===== config.mk =====
export PLATFORM = sky130hd
export DESIGN_NAME = sdr_init_refresh_ctrl_flat
export DESIGN_NICKNAME = d
export VERILOG_FILES = /design/src/rtl/sdr_init_refresh_ctrl_if.sv /design/src/rtl/sdr_init_refresh_ctrl.sv /design/src/flat_wrapper.sv
export SDC_FILE = /design/constraint.sdc
export NUM_CORES = 1
export LEC_CHECK = 0
export BUFFER_PORTS_ARGS = -buffer_cell sky130_fd_sc_hd__buf_4
export CAP_MARGIN = 25
export CORE_AREA = 2 2 73 126
export CTS_CLUSTER_SIZE = 24
export DETAILED_ROUTE_END_ITERATION = 6
export DIE_AREA = 0 0 75 128
export HOLD_SLACK_MARGIN = 0.08
export PLACE_DENSITY_LB_ADDON = 0.2
export REMOVE_ABC_BUFFERS = 1
export SETUP_SLACK_MARGIN = 0.5
export SLEW_MARGIN = 20
export SYNTH_ARGS = -nofsm -noshare
export SYNTH_HDL_FRONTEND = slang
export SYNTH_SLANG_ARGS = --single-unit

===== constraint.sdc =====
create_clock -name sdram_clk -period 5.7 [get_ports sdram_clk]
set_clock_uncertainty 0.15 [all_clocks]
set_input_delay 1.14 -clock sdram_clk [delete_from_list [all_inputs] [get_ports sdram_clk]]
set_output_delay 1.14 -clock sdram_clk [all_outputs]
set_load 0.02 [all_outputs]

===== src/rtl/sdr_init_refresh_ctrl_if.sv =====
// Command-bus and refresh-handshake bundle between the init/refresh sequencer and its neighbours.
// master: the sequencer driving SDRAM pins; slave: arbiter/config side.
interface sdr_init_refresh_ctrl_if;
    localparam int unsigned ADDR_W = 13;
    localparam int unsigned BA_W   = 2;

    logic [ADDR_W-1:0] cfg_mode_reg;
    logic              cfg_refresh_en;
    logic              ref_gnt;
    logic              ref_req;
    logic              cmd_own;
    logic              sdr_cke;
    logic              sdr_cs_n;
    logic              sdr_ras_n;
    logic              sdr_cas_n;
    logic              sdr_we_n;
    logic [ADDR_W-1:0] sdr_addr;
    logic [BA_W-1:0]   sdr_ba;
    logic              sdr_init_done;
    logic              ref_miss;

    modport master (
        input  cfg_mode_reg, cfg_refresh_en, ref_gnt,
        output ref_req, cmd_own, sdr_cke, sdr_cs_n, sdr_ras_n, sdr_cas_n, sdr_we_n,
               sdr_addr, sdr_ba, sdr_init_done, ref_miss
    );

    modport slave (
        output cfg_mode_reg, cfg_refresh_en, ref_gnt,
        input  ref_req, cmd_own, sdr_cke, sdr_cs_n, sdr_ras_n, sdr_cas_n, sdr_we_n,
               sdr_addr, sdr_ba, sdr_init_done, ref_miss
    );
endinterface


===== src/rtl/sdr_init_refresh_ctrl.sv =====
// SDRAM power-up init sequencer and periodic auto-refresh scheduler with req/gnt bus hand-off.
// Define SDR_REF_BACKLOG_EN to queue up to 7 refreshes and issue them all under one grant.
module sdr_init_refresh_ctrl #(
    parameter int unsigned INIT_WAIT      = 500,
    parameter int unsigned TRP            = 2,
    parameter int unsigned TRFC           = 7,
    parameter int unsigned INIT_REFRESH   = 2,
    parameter int unsigned TMRD           = 2,
    parameter int unsigned REFRESH_PERIOD = 780
) (
    input  logic                    sdram_clk,
    input  logic                    sdram_resetn,
    sdr_init_refresh_ctrl_if.master bus
);
    localparam int unsigned MAX_WAIT = (INIT_WAIT > REFRESH_PERIOD) ? INIT_WAIT : REFRESH_PERIOD;
    localparam int unsigned CNT_W    = $clog2(MAX_WAIT + 1);
    localparam int unsigned AREF_W   = $clog2(INIT_REFRESH + 1);
    localparam int unsigned ADDR_W   = 13;
    localparam int unsigned CMD_W    = 4;
`ifdef SDR_REF_BACKLOG_EN
    localparam int unsigned PEND_W   = 3;
`else
    localparam int unsigned PEND_W   = 1;
`endif

    // {cs_n, ras_n, cas_n, we_n}
    localparam logic [CMD_W-1:0]  CMD_NOP      = 4'b1111;
    localparam logic [CMD_W-1:0]  CMD_PRE      = 4'b0010;
    localparam logic [CMD_W-1:0]  CMD_AREF     = 4'b0001;
    localparam logic [CMD_W-1:0]  CMD_LMR      = 4'b0000;
    localparam logic [ADDR_W-1:0] PRE_ALL_ADDR = 13'h0400;

    typedef enum logic [3:0] {
        S_INIT_WAIT, S_PRE, S_TRP_WAIT, S_AREF, S_TRFC_WAIT, S_LMR, S_TMRD_WAIT,
        S_IDLE, S_R_PRE, S_R_TRP, S_R_AREF, S_R_TRFC
    } state_t;

    state_t              state, state_next_c;
    logic [CNT_W-1:0]    wcnt, rcnt;
    logic [AREF_W-1:0]   init_aref;
    logic [PEND_W-1:0]   pend, pend_next_c;
    logic                wait_done_c, ref_run_c, expire_c, dec_c, miss_c;
    logic [CMD_W-1:0]    cmd_c;
    logic [ADDR_W-1:0]   addr_c;

    assign wait_done_c = (wcnt == '0);

    // Next-state selection; outputs below are registered from the state being entered.
    always_comb begin
        state_next_c = state;
        case (state)
            S_INIT_WAIT: if (bus.sdr_cke && wait_done_c) state_next_c = S_PRE;
            S_PRE:       state_next_c = S_TRP_WAIT;
            S_TRP_WAIT:  if (wait_done_c) state_next_c = S_AREF;
            S_AREF:      state_next_c = S_TRFC_WAIT;
            S_TRFC_WAIT: if (wait_done_c)
                             state_next_c = (init_aref == AREF_W'(INIT_REFRESH)) ? S_LMR : S_AREF;
            S_LMR:       state_next_c = S_TMRD_WAIT;
            S_TMRD_WAIT: if (wait_done_c) state_next_c = S_IDLE;
            S_IDLE:      if (bus.ref_req && bus.ref_gnt) state_next_c = S_R_PRE;
            S_R_PRE:     state_next_c = S_R_TRP;
            S_R_TRP:     if (wait_done_c) state_next_c = S_R_AREF;
            S_R_AREF:    state_next_c = S_R_TRFC;
            S_R_TRFC: begin
                if (wait_done_c) begin
`ifdef SDR_REF_BACKLOG_EN
                    state_next_c = (pend != '0) ? S_R_AREF : S_IDLE;
`else
                    state_next_c = S_IDLE;
`endif
                end
            end
            default:     state_next_c = S_INIT_WAIT;
        endcase
    end

    // Refresh period tracking and pending bookkeeping.
    always_comb begin
        ref_run_c   = bus.cfg_refresh_en &&
                      (state inside {S_IDLE, S_R_PRE, S_R_TRP, S_R_AREF, S_R_TRFC});
        expire_c    = ref_run_c && (rcnt == CNT_W'(REFRESH_PERIOD - 1));
        dec_c       = (state_next_c == S_R_AREF);
        pend_next_c = pend;
        miss_c      = 1'b0;
`ifdef SDR_REF_BACKLOG_EN
        if (expire_c && !dec_c) begin
            if (pend != '1) pend_next_c = pend + PEND_W'(1);
        end else if (dec_c && !expire_c) begin
            pend_next_c = pend - PEND_W'(1);
        end
`else
        if (expire_c && !dec_c) begin
            miss_c      = pend[0];
            pend_next_c = 1'b1;
        end else if (dec_c && !expire_c) begin
            pend_next_c = 1'b0;
        end
`endif
    end

    always_comb begin
        cmd_c  = CMD_NOP;
        addr_c = '0;
        case (state_next_c)
            S_PRE, S_R_PRE: begin
                cmd_c  = CMD_PRE;
                addr_c = PRE_ALL_ADDR;
            end
            S_AREF, S_R_AREF: cmd_c = CMD_AREF;
            S_LMR: begin
                cmd_c  = CMD_LMR;
                addr_c = bus.cfg_mode_reg;
            end
            default: ;
        endcase
    end

    always_ff @(posedge sdram_clk or negedge sdram_resetn) begin
        if (!sdram_resetn) begin
            state             <= S_INIT_WAIT;
            wcnt              <= '0;
            rcnt              <= '0;
            init_aref         <= '0;
            pend              <= '0;
            bus.sdr_cke       <= 1'b0;
            {bus.sdr_cs_n, bus.sdr_ras_n, bus.sdr_cas_n, bus.sdr_we_n} <= CMD_NOP;
            bus.sdr_addr      <= '0;
            bus.sdr_ba        <= '0;
            bus.sdr_init_done <= 1'b0;
            bus.ref_req       <= 1'b0;
            bus.cmd_own       <= 1'b1;
            bus.ref_miss      <= 1'b0;
        end else begin
            state <= state_next_c;
            pend  <= pend_next_c;

            // cke low doubles as "INIT_WAIT not yet started"
            if (state == S_INIT_WAIT && !bus.sdr_cke) begin
                wcnt <= CNT_W'(INIT_WAIT - 1);
            end else if (state_next_c != state) begin
                case (state_next_c)
                    S_TRP_WAIT, S_R_TRP:   wcnt <= CNT_W'(TRP - 1);
                    S_TRFC_WAIT, S_R_TRFC: wcnt <= CNT_W'(TRFC - 1);
                    S_TMRD_WAIT:           wcnt <= CNT_W'(TMRD - 1);
                    default:               wcnt <= '0;
                endcase
            end else if (!wait_done_c) begin
                wcnt <= wcnt - CNT_W'(1);
            end

            if (state == S_TMRD_WAIT && state_next_c == S_IDLE) begin
                rcnt <= '0;
            end else if (ref_run_c) begin
                rcnt <= expire_c ? '0 : rcnt + CNT_W'(1);
            end

            if (state_next_c == S_AREF && state != S_AREF) begin
                init_aref <= init_aref + AREF_W'(1);
            end

            bus.sdr_cke       <= 1'b1;
            {bus.sdr_cs_n, bus.sdr_ras_n, bus.sdr_cas_n, bus.sdr_we_n} <= cmd_c;
            bus.sdr_addr      <= addr_c;
            bus.sdr_ba        <= '0;
            bus.sdr_init_done <= bus.sdr_init_done || (state_next_c == S_IDLE);
            bus.cmd_own       <= (state_next_c != S_IDLE);
            bus.ref_req       <= (state_next_c == S_IDLE) && (pend_next_c != '0);
            bus.ref_miss      <= miss_c;
        end
    end
endmodule


===== src/flat_wrapper.sv =====
// flat-port wrapper written by rule: the top's interface ports become plain ports
module sdr_init_refresh_ctrl_flat 
#(
    parameter int unsigned INIT_WAIT      = 500,
    parameter int unsigned TRP            = 2,
    parameter int unsigned TRFC           = 7,
    parameter int unsigned INIT_REFRESH   = 2,
    parameter int unsigned TMRD           = 2,
    parameter int unsigned REFRESH_PERIOD = 780
)
  (sdram_clk, sdram_resetn, bus_cfg_mode_reg, bus_cfg_refresh_en, bus_ref_gnt, bus_ref_req, bus_cmd_own, bus_sdr_cke, bus_sdr_cs_n, bus_sdr_ras_n, bus_sdr_cas_n, bus_sdr_we_n, bus_sdr_addr, bus_sdr_ba, bus_sdr_init_done, bus_ref_miss);
  sdr_init_refresh_ctrl_if bus_i ();
  input  logic sdram_clk;
  input  logic sdram_resetn;
  input wire logic [$bits(bus_i.cfg_mode_reg)-1:0] bus_cfg_mode_reg;
  input wire logic [$bits(bus_i.cfg_refresh_en)-1:0] bus_cfg_refresh_en;
  input wire logic [$bits(bus_i.ref_gnt)-1:0] bus_ref_gnt;
  output wire logic [$bits(bus_i.ref_req)-1:0] bus_ref_req;
  output wire logic [$bits(bus_i.cmd_own)-1:0] bus_cmd_own;
  output wire logic [$bits(bus_i.sdr_cke)-1:0] bus_sdr_cke;
  output wire logic [$bits(bus_i.sdr_cs_n)-1:0] bus_sdr_cs_n;
  output wire logic [$bits(bus_i.sdr_ras_n)-1:0] bus_sdr_ras_n;
  output wire logic [$bits(bus_i.sdr_cas_n)-1:0] bus_sdr_cas_n;
  output wire logic [$bits(bus_i.sdr_we_n)-1:0] bus_sdr_we_n;
  output wire logic [$bits(bus_i.sdr_addr)-1:0] bus_sdr_addr;
  output wire logic [$bits(bus_i.sdr_ba)-1:0] bus_sdr_ba;
  output wire logic [$bits(bus_i.sdr_init_done)-1:0] bus_sdr_init_done;
  output wire logic [$bits(bus_i.ref_miss)-1:0] bus_ref_miss;
  assign bus_i.cfg_mode_reg = bus_cfg_mode_reg;
  assign bus_i.cfg_refresh_en = bus_cfg_refresh_en;
  assign bus_i.ref_gnt = bus_ref_gnt;
  assign bus_ref_req = bus_i.ref_req;
  assign bus_cmd_own = bus_i.cmd_own;
  assign bus_sdr_cke = bus_i.sdr_cke;
  assign bus_sdr_cs_n = bus_i.sdr_cs_n;
  assign bus_sdr_ras_n = bus_i.sdr_ras_n;
  assign bus_sdr_cas_n = bus_i.sdr_cas_n;
  assign bus_sdr_we_n = bus_i.sdr_we_n;
  assign bus_sdr_addr = bus_i.sdr_addr;
  assign bus_sdr_ba = bus_i.sdr_ba;
  assign bus_sdr_init_done = bus_i.sdr_init_done;
  assign bus_ref_miss = bus_i.ref_miss;
  sdr_init_refresh_ctrl #(.INIT_WAIT(INIT_WAIT), .TRP(TRP), .TRFC(TRFC), .INIT_REFRESH(INIT_REFRESH), .TMRD(TMRD), .REFRESH_PERIOD(REFRESH_PERIOD)) u_core (.sdram_clk(sdram_clk), .sdram_resetn(sdram_resetn), .bus(bus_i));
endmodule

==> results.json, run 1 <==
{
  "clock_latency_ns": 0.29,
  "async_reset_ff_share_pct": 100,
  "synth-seq-cells": 48,
  "power.density_mw_per_mm2": 236,
  "root_buffer": "clkbuf_16",
  "cts_tree": "done",
  "slew_viol_final": 0,
  "clk_pin_slew_ns": 0.07,
  "hold_path.class": "flip-flop to flip-flop",
  "syn_inst": 242,
  "setup_violations": 0,
  "grt_use_total_pct": 13.5,
  "vdd.ir_drop.worst_mv": 0.209,
  "drt_wl_total_um": 5950,
  "maxCapViolations": 0,
  "drive_gt1_share_pct": 23.0,
  "critPathMaxStageDelay_ns": 0.57,
  "yosys_most_used_dff": "dfrtp_1",
  "p_total_uw": 719,
  "cts_sinks": 48,
  "design_area_sq_mm": 0.00304,
  "placed_area_sq_mm": 0.00287,
  "drt_first_pass_iters": 4,
  "period_share_pct": 52.4,
  "worstPathArrival_ns": 3.07,
  "p_leak_uw": 0.00140,
  "vias": 1925,
  "nets": 297,
  "die_h_um": 128,
  "endpoint_kind": "flip-flop",
  "chipWidth_um": 75,
  "pwr-share-clk_pct": 47.6,
  "cp_max_fo": 12,
  "dpl.hpwl_um": 4440,
  "gp_routability_congestion": 0.815,
  "coreArea_sq_mm": 0.00861,
  "first_iter_violations": 77,
  "synth_area_sq_mm": 0.00250,
  "status": "finished clean",
  "multi_input_area_sq_mm": 0.00120,
  "combPwrFrac_pct": 4.1,
  "cts-hold-fix-buffers": 0,
  "cp-start-kind": "flip-flop",
  "slew_headroom_pct": 51.8,
  "post_cts_buffers": 0,
  "avgSynthCellArea_sq_um": 10.3,
  "cts_buffers": 5,
  "internal_power_uw": 566,
  "crit_slowest_cell": "and3_1",
  "final_common_cell": "dfrtp_1",
  "overflow": 0,
  "p_sw_share_pct": 21.4,
  "grt_antenna_before_repair": 0,
  "cts_max_level": 2,
  "grt_max_degree": 49,
  "diodes": 0,
  "pin_count": 41,
  "cts_buffer_depth": 2,
  "post_drt_via_cell_ratio": 4.87,
  "io_buffers": 38,
  "final_cell_mix": "dfrtp_1, buf_4, nor2_1, and2_1, nand2_1",
  "ant_nets": 0,
  "grt_setup_unrepaired": "false",
  "synth-edff-count": 0,
  "final.fill_count": 864,
  "yosysWarnings": 0,
  "post_drt_wl_per_cell_um": 15.1,
  "crit_type": "flip-flop to flip-flop",
  "synth_cell_types": 65,
  "seq_area_sq_mm": 0.00121,
  "grt_pass1_vias": 1913,
  "critPathTopFamily": "compound AO/OA/AOI/OAI gates",
  "crit_buf_inv": 2,
  "row_count": 45,
  "initial_core_util_pct": 29.0,
  "hold_viol": 0,
  "fmax_ghz": 0.335,
  "pwr-share-seq_pct": 48.3,
  "areaGrowthSynthToFinish_pct": 21.7,
  "ys_seq_area_share_pct": 48.2,
  "die_area_sq_mm": 0.00960,
  "grt_pass1_wl_um": 9570,
  "cts.repair.resized": 0,
  "max_slew.worst_pin.slew_ns": 0.717,
  "drc": 0,
  "path_cells": "inv_1 > ha_1 > nor3b_2 > and3_1 > a21boi_1 > a211oi_4 > inv_2 > o31ai_2 > o211a_1",
  "critical_path_required_ns": 5.78,
  "tns_ns": 0,
  "final_core_util_pct": 35.3,
  "fin_crit_ns": 2.99,
  "switchingPower_uw": 154
}
-- metrics by stage --
stage / setup WS (ns) / cells / hold slack [ns]
global placement: 2.56 / 387 / 0.302
global route: 2.52 / 395 / 0.363
finish: 2.71 / 395 / 0.317
CTS: 2.71 / 395 / 0.321
detailed placement: 2.55 / 387 / 0.303
floorplan: 2.92 / 232 / 0.296
-- logic make-up after synthesis --
| group | Yosys count | synth area share [%] |
|---|---|---|
| compound gates | 49 | 14.7 |
| xor+xnor | 12 | 4.20 |
| fa+ha+maj | 4 | 1.95 |
| buf+inv | 20 | 3.90 |
| flops | 48 | 48.2 |
| mux | 4 | 1.65 |
| other cells | 2 | 0.300 |
| simple gates | 103 | 25.0 |
-- flip-flops by register name (all words and copies together) (netlist names) --
name / count
u_core.rcnt: 10
u_core.bus.sdr_addr: 13
u_core.bus.sdr_cke: 1
u_core.bus.sdr_cs_n: 1
u_core.bus.cmd_own: 1
u_core.bus.ref_req: 1
u_core.state: 4
u_core.bus.sdr_cas_n: 1
u_core.bus.sdr_we_n: 1
u_core.bus.sdr_init_done: 1
u_core.wcnt: 10
u_core.pend: 1
u_core.init_aref: 2
u_core.bus.ref_miss: 1
-- worst reg2reg max path: stages, from the launching register on --
cell	delay [ns]
dfrtp_1	0.37
inv_1	0.09
ha_1	0.20
nor3b_2	0.32
and3_1	0.57
a21boi_1	0.20
a211oi_4	0.45
inv_2	0.12
o31ai_2	0.29
o211a_1	0.17
-- synth_stat cells (3+ instances only) --
| cell | instances | area share [%] |
|---|---|---|
| dfrtp_1 | 44 | 44 |
| and2_1 | 17 | 4.3 |
| nor2_1 | 17 | 2.6 |
| nand2_1 | 15 | 2.3 |
| a21oi_1 | 8 | 1.6 |
| inv_1 | 8 | 1.2 |
| o21ai_0 | 8 | 1.6 |
| nor3_1 | 7 | 1.4 |
| nand4_1 | 6 | 1.5 |
| xnor2_1 | 6 | 2.1 |
| xor2_1 | 6 | 2.1 |
| and3_1 | 5 | 1.3 |
| nand3_1 | 5 | 1.0 |
| o31ai_1 | 5 | 1.5 |
| dfstp_2 | 4 | 4.2 |
| nor2b_1 | 4 | 1.0 |
| and3b_1 | 3 | 1.1 |
| buf_2 | 3 | 0.60 |
| buf_4 | 3 | 0.90 |
| clkbuf_1 | 3 | 0.45 |
| ha_1 | 3 | 1.5 |
| mux2i_1 | 3 | 1.2 |
| nor3b_1 | 3 | 0.90 |
-- layer usage --
metal	share of wire, %	vias up	track usage (%)
met2	58	33	24.8
li1	-	925	-
met1	37	954	13.8
met4	3.1	0	7.25
met3	2.3	13	2.28
met5	0	-	0
-- power groups by stage --
stage	Combinational, uW	Clock [uW]	Sequential [uW]
global route	33.9	366	347
CTS	30.6	355	347
detailed placement	30.4	0	354
global placement	30.6	0	354
floorplan	11.7	0	353
finish	29.5	343	347
-- cell type report --
cell class / count / share of cell area (%)
Inverter: 9 / 1.11
Clock buffer: 5 / 4.11
Tap cell: 117 / 4.81
Clock inverter: 3 / 1.52
Multi-Input combinational cell: 175 / 39.4
Sequential cell: 48 / 39.6
Timing Repair Buffer: 38 / 9.38
-- worst paths after layout --
path / slack [ns] / end / start / depth (start not counted)
min reg2reg: 0.32 / u_core.bus.sdr_init_done$_DFF_PN0_ / u_core.bus.sdr_init_done$_DFF_PN0_ / 1
min in group asynchronous: 0.70 / u_core.bus.sdr_cke$_DFF_PN0_ / sdram_resetn / 1
max reg2reg: 2.71 / u_core.wcnt[2]$_DFFE_PN0P_ / u_core.wcnt[0]$_DFFE_PN0P_ / 9
max in group asynchronous: 4.27 / u_core.bus.sdr_addr[6]$_DFF_PN0_ / sdram_resetn / 1
max: 2.71 / u_core.wcnt[2]$_DFFE_PN0P_ / u_core.wcnt[0]$_DFFE_PN0P_ / 9
min: 0.32 / u_core.bus.sdr_init_done$_DFF_PN0_ / u_core.bus.sdr_init_done$_DFF_PN0_ / 1
Note: power is estimated with default switching activity, not from simulation.
==> run 2: changes to the inputs <==
==> constraint.sdc (replaced) <==
create_clock -name sdram_clk -period 3.06 [get_ports sdram_clk]
set_clock_uncertainty 0.15 [all_clocks]
set_input_delay 0.612 -clock sdram_clk [delete_from_list [all_inputs] [get_ports sdram_clk]]
set_output_delay 0.612 -clock sdram_clk [all_outputs]
set_load 0.02 [all_outputs]
==> results.json, run 2 (synthesis gave the netlist of run 1 again) <==
{
  "status": "finished clean",
  "ant_nets": 0,
  "cts_buffer_depth": 2,
  "slew_headroom_pct": 49.4,
  "regToRegStartpoint": "u_core.wcnt[0]$_DFFE_PN0P_",
  "grt_setup_unrepaired": "false",
  "grt_max_degree": 49,
  "cts_sinks": 48,
  "nets": 317,
  "combPwrFrac_pct": 4.6,
  "die_h_um": 128,
  "final_common_cell": "buf_4",
  "grt_pass1_wl_um": 10200,
  "max_slew.worst_pin.slew_ns": 0.752,
  "pwr-share-seq_pct": 50.7,
  "drc": 0,
  "grt_antenna_before_repair": 0,
  "grt_pass1_vias": 1989,
  "cts_max_level": 2,
  "root_buffer": "clkbuf_16",
  "dpl.hpwl_um": 4550,
  "post_drt_wl_per_cell_um": 15.1,
  "top_register": "u_core.bus.sdr_addr",
  "crit_type": "flip-flop to flip-flop",
  "chipWidth_um": 75,
  "ff2ff_path_depth": 9,
  "cts_buffers": 5,
  "worstPathArrival_ns": 2.46,
  "fin_ws_ns": 0.626,
  "period_share_pct": 79.6,
  "biggestRegsByFlops": "u_core.bus.sdr_addr (13), u_core.rcnt (10), u_core.wcnt (10)",
  "diodes": 0,
  "largest_register_ffs": 13,
  "maxCapViolations": 0,
  "die_area_sq_mm": 0.00960,
  "clock_latency_ns": 0.29,
  "coreArea_sq_mm": 0.00861,
  "vdd.ir_drop.worst_mv": 0.315,
  "io_buffers": 38,
  "hold_path.class": "input port to async pin",
  "overflow": 0,
  "crit_buf_inv": 2,
  "critPathTopFamily": "compound AO/OA/AOI/OAI gates",
  "drt_wl_total_um": 6270,
  "p_leak_uw": 0.00151,
  "clk_pin_slew_ns": 0.07,
  "drt_first_pass_iters": 4,
  "dp_cells": 392,
  "internal_power_uw": 994,
  "areaGrowthSynthToFinish_pct": 30.7,
  "stdcell_count": 415,
  "gp_routability_congestion": 0.776,
  "row_count": 45,
  "cp_max_fo": 4,
  "final_cell_mix": "buf_4, dfrtp_1, nor2_1, and2_1, nand2_1",
  "endpoint_kind": "flip-flop",
  "tns_ns": 0,
  "ff2ff_setup_slack_ns": 0.63,
  "initial_core_util_pct": 29.0,
  "pre_cts_ws_ns": 0.191,
  "rr_endpoint": "u_core.wcnt[1]$_DFFE_PN0P_",
  "final_core_util_pct": 37.9,
  "pin_count": 41,
  "critPathMaxStageDelay_ns": 0.37,
  "cts_tree": "done",
  "fmax_ghz": 0.411,
  "power.density_mw_per_mm2": 390,
  "first_iter_violations": 96,
  "fin_crit_ns": 2.43,
  "pwr-share-clk_pct": 44.7,
  "cp-start-kind": "flip-flop",
  "post_drt_via_cell_ratio": 4.90,
  "crit_slowest_cell": "dfrtp_1",
  "path_cells": "inv_1 > ha_4 > nor3b_4 > buf_4 > nand3_2 > a211oi_1 > o2bb2ai_2 > nor2_1 > mux2_1",
  "critical_path_required_ns": 3.08,
  "slew_viol_final": 0,
  "hold_viol": 0,
  "setup_violations": 0,
  "vias": 2035,
  "switchingPower_uw": 282,
  "p_sw_share_pct": 22.1,
  "grt_use_total_pct": 14.3,
  "drive_gt1_share_pct": 32.6
}
-- run 2: cell count changes in the layout (fill, tap and decap cells not counted), sizes merged --
cell / previous run / this run
clkinvlp: 1 / 0
bufinv: 1 / 0
buf: 38 / 58
clkbuf: 5 / 6
clkinv: 0 / 1
-- run 2: worst max path at each step --
stage	end	start	cells past startpoint	slack, ns
final	u_core.wcnt[1]$_DFFE_PN0P_	u_core.wcnt[0]$_DFFE_PN0P_	9	0.63
after global routing	u_core.wcnt[1]$_DFFE_PN0P_	u_core.wcnt[0]$_DFFE_PN0P_	9	0.50
after CTS	u_core.rcnt[9]$_DFFE_PN0P_	u_core.wcnt[0]$_DFFE_PN0P_	9	0.52
after detailed placement	u_core.bus.sdr_addr[2]$_DFF_PN0_	u_core.wcnt[0]$_DFFE_PN0P_	9	0.19
after global placement	u_core.bus.sdr_addr[1]$_DFF_PN0_	u_core.wcnt[0]$_DFFE_PN0P_	9	0.27
after floorplan	u_core.pend$_DFF_PN0_	u_core.wcnt[0]$_DFFE_PN0P_	8	0.43
-- run 2: layout make-up --
| cell class | instances | area [sq um] |
|---|---|---|
| inverters | 9 | 33.8 |
| multi-input cells | 175 | 1280 |
| clock inverters | 2 | 13.8 |
| well taps | 117 | 146 |
| flip-flops and latches | 48 | 1210 |
| clock buffers | 6 | 139 |
| repair buffers | 58 | 443 |
| fillers | 857 | 5350 |
-- run 2: power groups by stage --
stage	Combinational (uW)	Sequential [uW]	Clock, uW
4_1_cts	58.0	647	594
3_3_place_gp	56.9	659	0
3_5_place_dp	57.4	659	0
6_report	58.3	647	570
5_1_grt	67.6	648	619
2_1_floorplan	21.7	658	0
-- run 2: per-stage QoR --
step | hold slack (ns) | total power, uW | cell area, sq um
after global placement | 0.313 | 716 | 2910
after floorplan | 0.166 | 680 | 2440
after CTS | 0.214 | 1300 | 3150
after global routing | 0.249 | 1330 | 3270
after detailed placement | 0.303 | 717 | 2910
final | 0.162 | 1280 | 3270
-- run 2: worst register-to-register path: cells and delay by family, from the launching register on --
family	cells	cell delay, ns
flip-flops	1	0.37
multiplexers	1	0.32
adder cells (fa/ha/maj)	1	0.16
AND/OR/NAND/NOR	3	0.49
buffers and inverters	2	0.27
AO/OA/AOI/OAI	2	0.56
-- run 2: per-layer routing --
metal,GRT usage [%],share of wire (%),vias to the layer above
met2,25.1,57,56
met5,0,0,-
li1,-,-,960
met1,15.9,36,1004
met4,7.04,3.9,0
met3,2.83,3.3,15
-- run 2: repair_timing --
action,in CTS,in global routing
resized for setup,9,13
setup endpoints to repair,42,35
hold buffers,0,0
pin swaps,4,7
setup buffers,6,9
==> run 3: changes to the inputs <==
==> constraint.sdc (replaced) <==
create_clock -name sdram_clk -period 2.1 [get_ports sdram_clk]
set_clock_uncertainty 0.15 [all_clocks]
set_input_delay 0.42 -clock sdram_clk [delete_from_list [all_inputs] [get_ports sdram_clk]]
set_output_delay 0.42 -clock sdram_clk [all_outputs]
set_load 0.02 [all_outputs]
==> results.json, run 3 (synthesis gave the netlist of run 1 again) <==
{
  "pin_count": 41,
  "cts_tree": "done",
  "grt_pass1_wl_um": 11800,
  "coreArea_sq_mm": 0.00861,
  "row_count": 45,
  "nets": 389,
  "ff2ff_setup_slack_ns": -0.20,
  "die_area_sq_mm": 0.00960,
  "grt_use_total_pct": 16.4,
  "setup_violations": 41,
  "post_drt_wl_per_cell_um": 14.8,
  "vias": 2283,
  "post_drt_via_cell_ratio": 4.69,
  "cts_sinks": 48,
  "cp-start-kind": "flip-flop",
  "fin_ws_ns": -0.196,
  "period_share_pct": 109,
  "largest_register_ffs": 13,
  "slew_headroom_pct": 56.9,
  "stdcell_count": 487,
  "cts_max_level": 2,
  "cts_buffer_depth": 2,
  "grtUsageMet2_pct": 31.1,
  "p_total_uw": 2110,
  "top_register": "u_core.bus.sdr_addr",
  "power.density_mw_per_mm2": 513,
  "met3_usage_pct": 2.59,
  "first_iter_violations": 52,
  "fin_crit_ns": 2.30,
  "busiest_layer": "met2",
  "slew_viol_final": 0,
  "cts_buffers": 5,
  "chipWidth_um": 75,
  "maxCapViolations": 0,
  "failed_checks": "negative setup slack",
  "p_leak_uw": 0.00194,
  "gp_routability_congestion": 0.864,
  "dpl.hpwl_um": 5120,
  "drt_wl_total_um": 7210,
  "vdd.ir_drop.worst_mv": 0.647,
  "diodes": 0,
  "ff2ff_path_depth": 8,
  "areaGrowthSynthToFinish_pct": 64.8,
  "hold_path.class": "input port to flip-flop",
  "biggestRegsByFlops": "u_core.bus.sdr_addr (13), u_core.rcnt (10), u_core.wcnt (10)",
  "grt_setup_unrepaired": "true",
  "crit_type": "flip-flop to flip-flop",
  "die_h_um": 128,
  "grt_max_degree": 49,
  "dp_cells": 454,
  "hold_viol": 0,
  "grtUsageMet1_pct": 16.8,
  "final_common_cell": "buf_4",
  "initial_core_util_pct": 29.0,
  "clk_pin_slew_ns": 0.07,
  "rr_endpoint": "u_core.wcnt[2]$_DFFE_PN0P_",
  "status": "complete, but fails checks",
  "fmax_ghz": 0.436,
  "io_buffers": 38,
  "critical_path_required_ns": 2.13,
  "worstPathArrival_ns": 2.32,
  "critPathCapture": "u_core.wcnt[2]$_DFFE_PN0P_",
  "drive_gt1_share_pct": 54.6,
  "ant_nets": 0,
  "grt_pass1_vias": 2369,
  "clock_latency_ns": 0.29,
  "max_slew.worst_pin.slew_ns": 0.647,
  "overflow": 0,
  "cp_max_fo": 5,
  "endpoint_kind": "flip-flop",
  "root_buffer": "clkbuf_16",
  "grt_antenna_before_repair": 0,
  "startpoint": "u_core.state[1]$_DFF_PN0_",
  "regToRegStartpoint": "u_core.state[1]$_DFF_PN0_",
  "drc": 0,
  "whs_ns": 0.177,
  "final_cell_mix": "buf_4, dfrtp_1, buf_6",
  "drt_first_pass_iters": 4
}
==> run 3: changes by cell type in the layout (fill, tap and decap cells not counted), moves of 3 or more <==
cell      previous run  this run
o31ai_1              5         1
nor3_1               7         3
a21boi_2             0         3
and2_4               1         8
o31ai_2              1         4
inv_2                1         4
buf_6                2        24
inv_1                8         4
buf_4               56       105
and2_1              16         9
o21ai_0              8         4
==> run 3: stage by stage <==
stage | TNS (ns) | worst slack, ns | utilization [%] | instance area [sq um]
2_1_floorplan | -15.57 | -0.531 | - | 2440
3_3_place_gp | -16.36 | -0.482 | 39.2 | 3370
3_5_place_dp | -17.13 | -0.492 | 39.2 | 3370
4_1_cts | -5.84 | -0.248 | 45.7 | 3940
5_1_grt | -11.18 | -0.320 | 47.8 | 4120
6_report | -5.44 | -0.196 | 47.8 | 4120
==> run 3: worst min-delay path by stage <==
| stage | from | end | slack (ns) | cells past startpoint |
|---|---|---|---|---|
| finish | bus_cfg_mode_reg[10] | u_core.bus.sdr_addr[10]$_DFF_PN0_ | 0.18 | 2 |
| CTS | bus_cfg_mode_reg[10] | u_core.bus.sdr_addr[10]$_DFF_PN0_ | 0.17 | 2 |
| global placement | u_core.bus.sdr_init_done$_DFF_PN0_ | u_core.bus.sdr_init_done$_DFF_PN0_ | 0.30 | 1 |
| detailed placement | u_core.bus.sdr_init_done$_DFF_PN0_ | u_core.bus.sdr_init_done$_DFF_PN0_ | 0.30 | 1 |
| global route | bus_cfg_mode_reg[7] | u_core.bus.sdr_addr[7]$_DFF_PN0_ | 0.17 | 2 |
| floorplan | sdram_resetn | u_core.bus.ref_miss$_DFF_PN0_ | -0.03 | 0 |
==> run 3: layer usage <==
layer	routed length [um]	share of wire (%)
met5	0	0
met4	261	3.6
met3	176	2.4
met2	4310	60
met1	2460	34
==> run 3: worst max-delay path, cell delays in order (launching register included) <==
cell,delay [ns]
dfrtp_2,0.45
or4_1,0.50
a21oi_1,0.26
a211oi_4,0.05
o2bb2ai_2,0.13
buf_6,0.12
buf_6,0.11
a211o_1,0.26
o211a_1,0.14
==> run 3: where the power goes <==
group	leakage, uW	internal, uW	switching (uW)
clock network	0.0000944	687	369
registers	0.000613	932	6.84
logic	0.00123	59.6	58.6
==> run 3: area by class of cell <==
| cell class | count | area, sq um |
|---|---|---|
| multi-input cells | 175 | 1470 |
| clock buffers | 5 | 125 |
| flip-flops and latches | 48 | 1210 |
| clock inverters | 3 | 68.8 |
| well taps | 117 | 146 |
| repair buffers | 130 | 1070 |
| inverters | 9 | 36.3 |
| fillers | 789 | 4490 |
==> run 3: repair_timing <==
action,CTS,global route
gates cloned,1,1
pin swaps,23,21
setup buffers,17,5
hold endpoints to repair,44,0
setup endpoints to repair,47,47
gates resized for setup,62,35
hold buffers,1,0
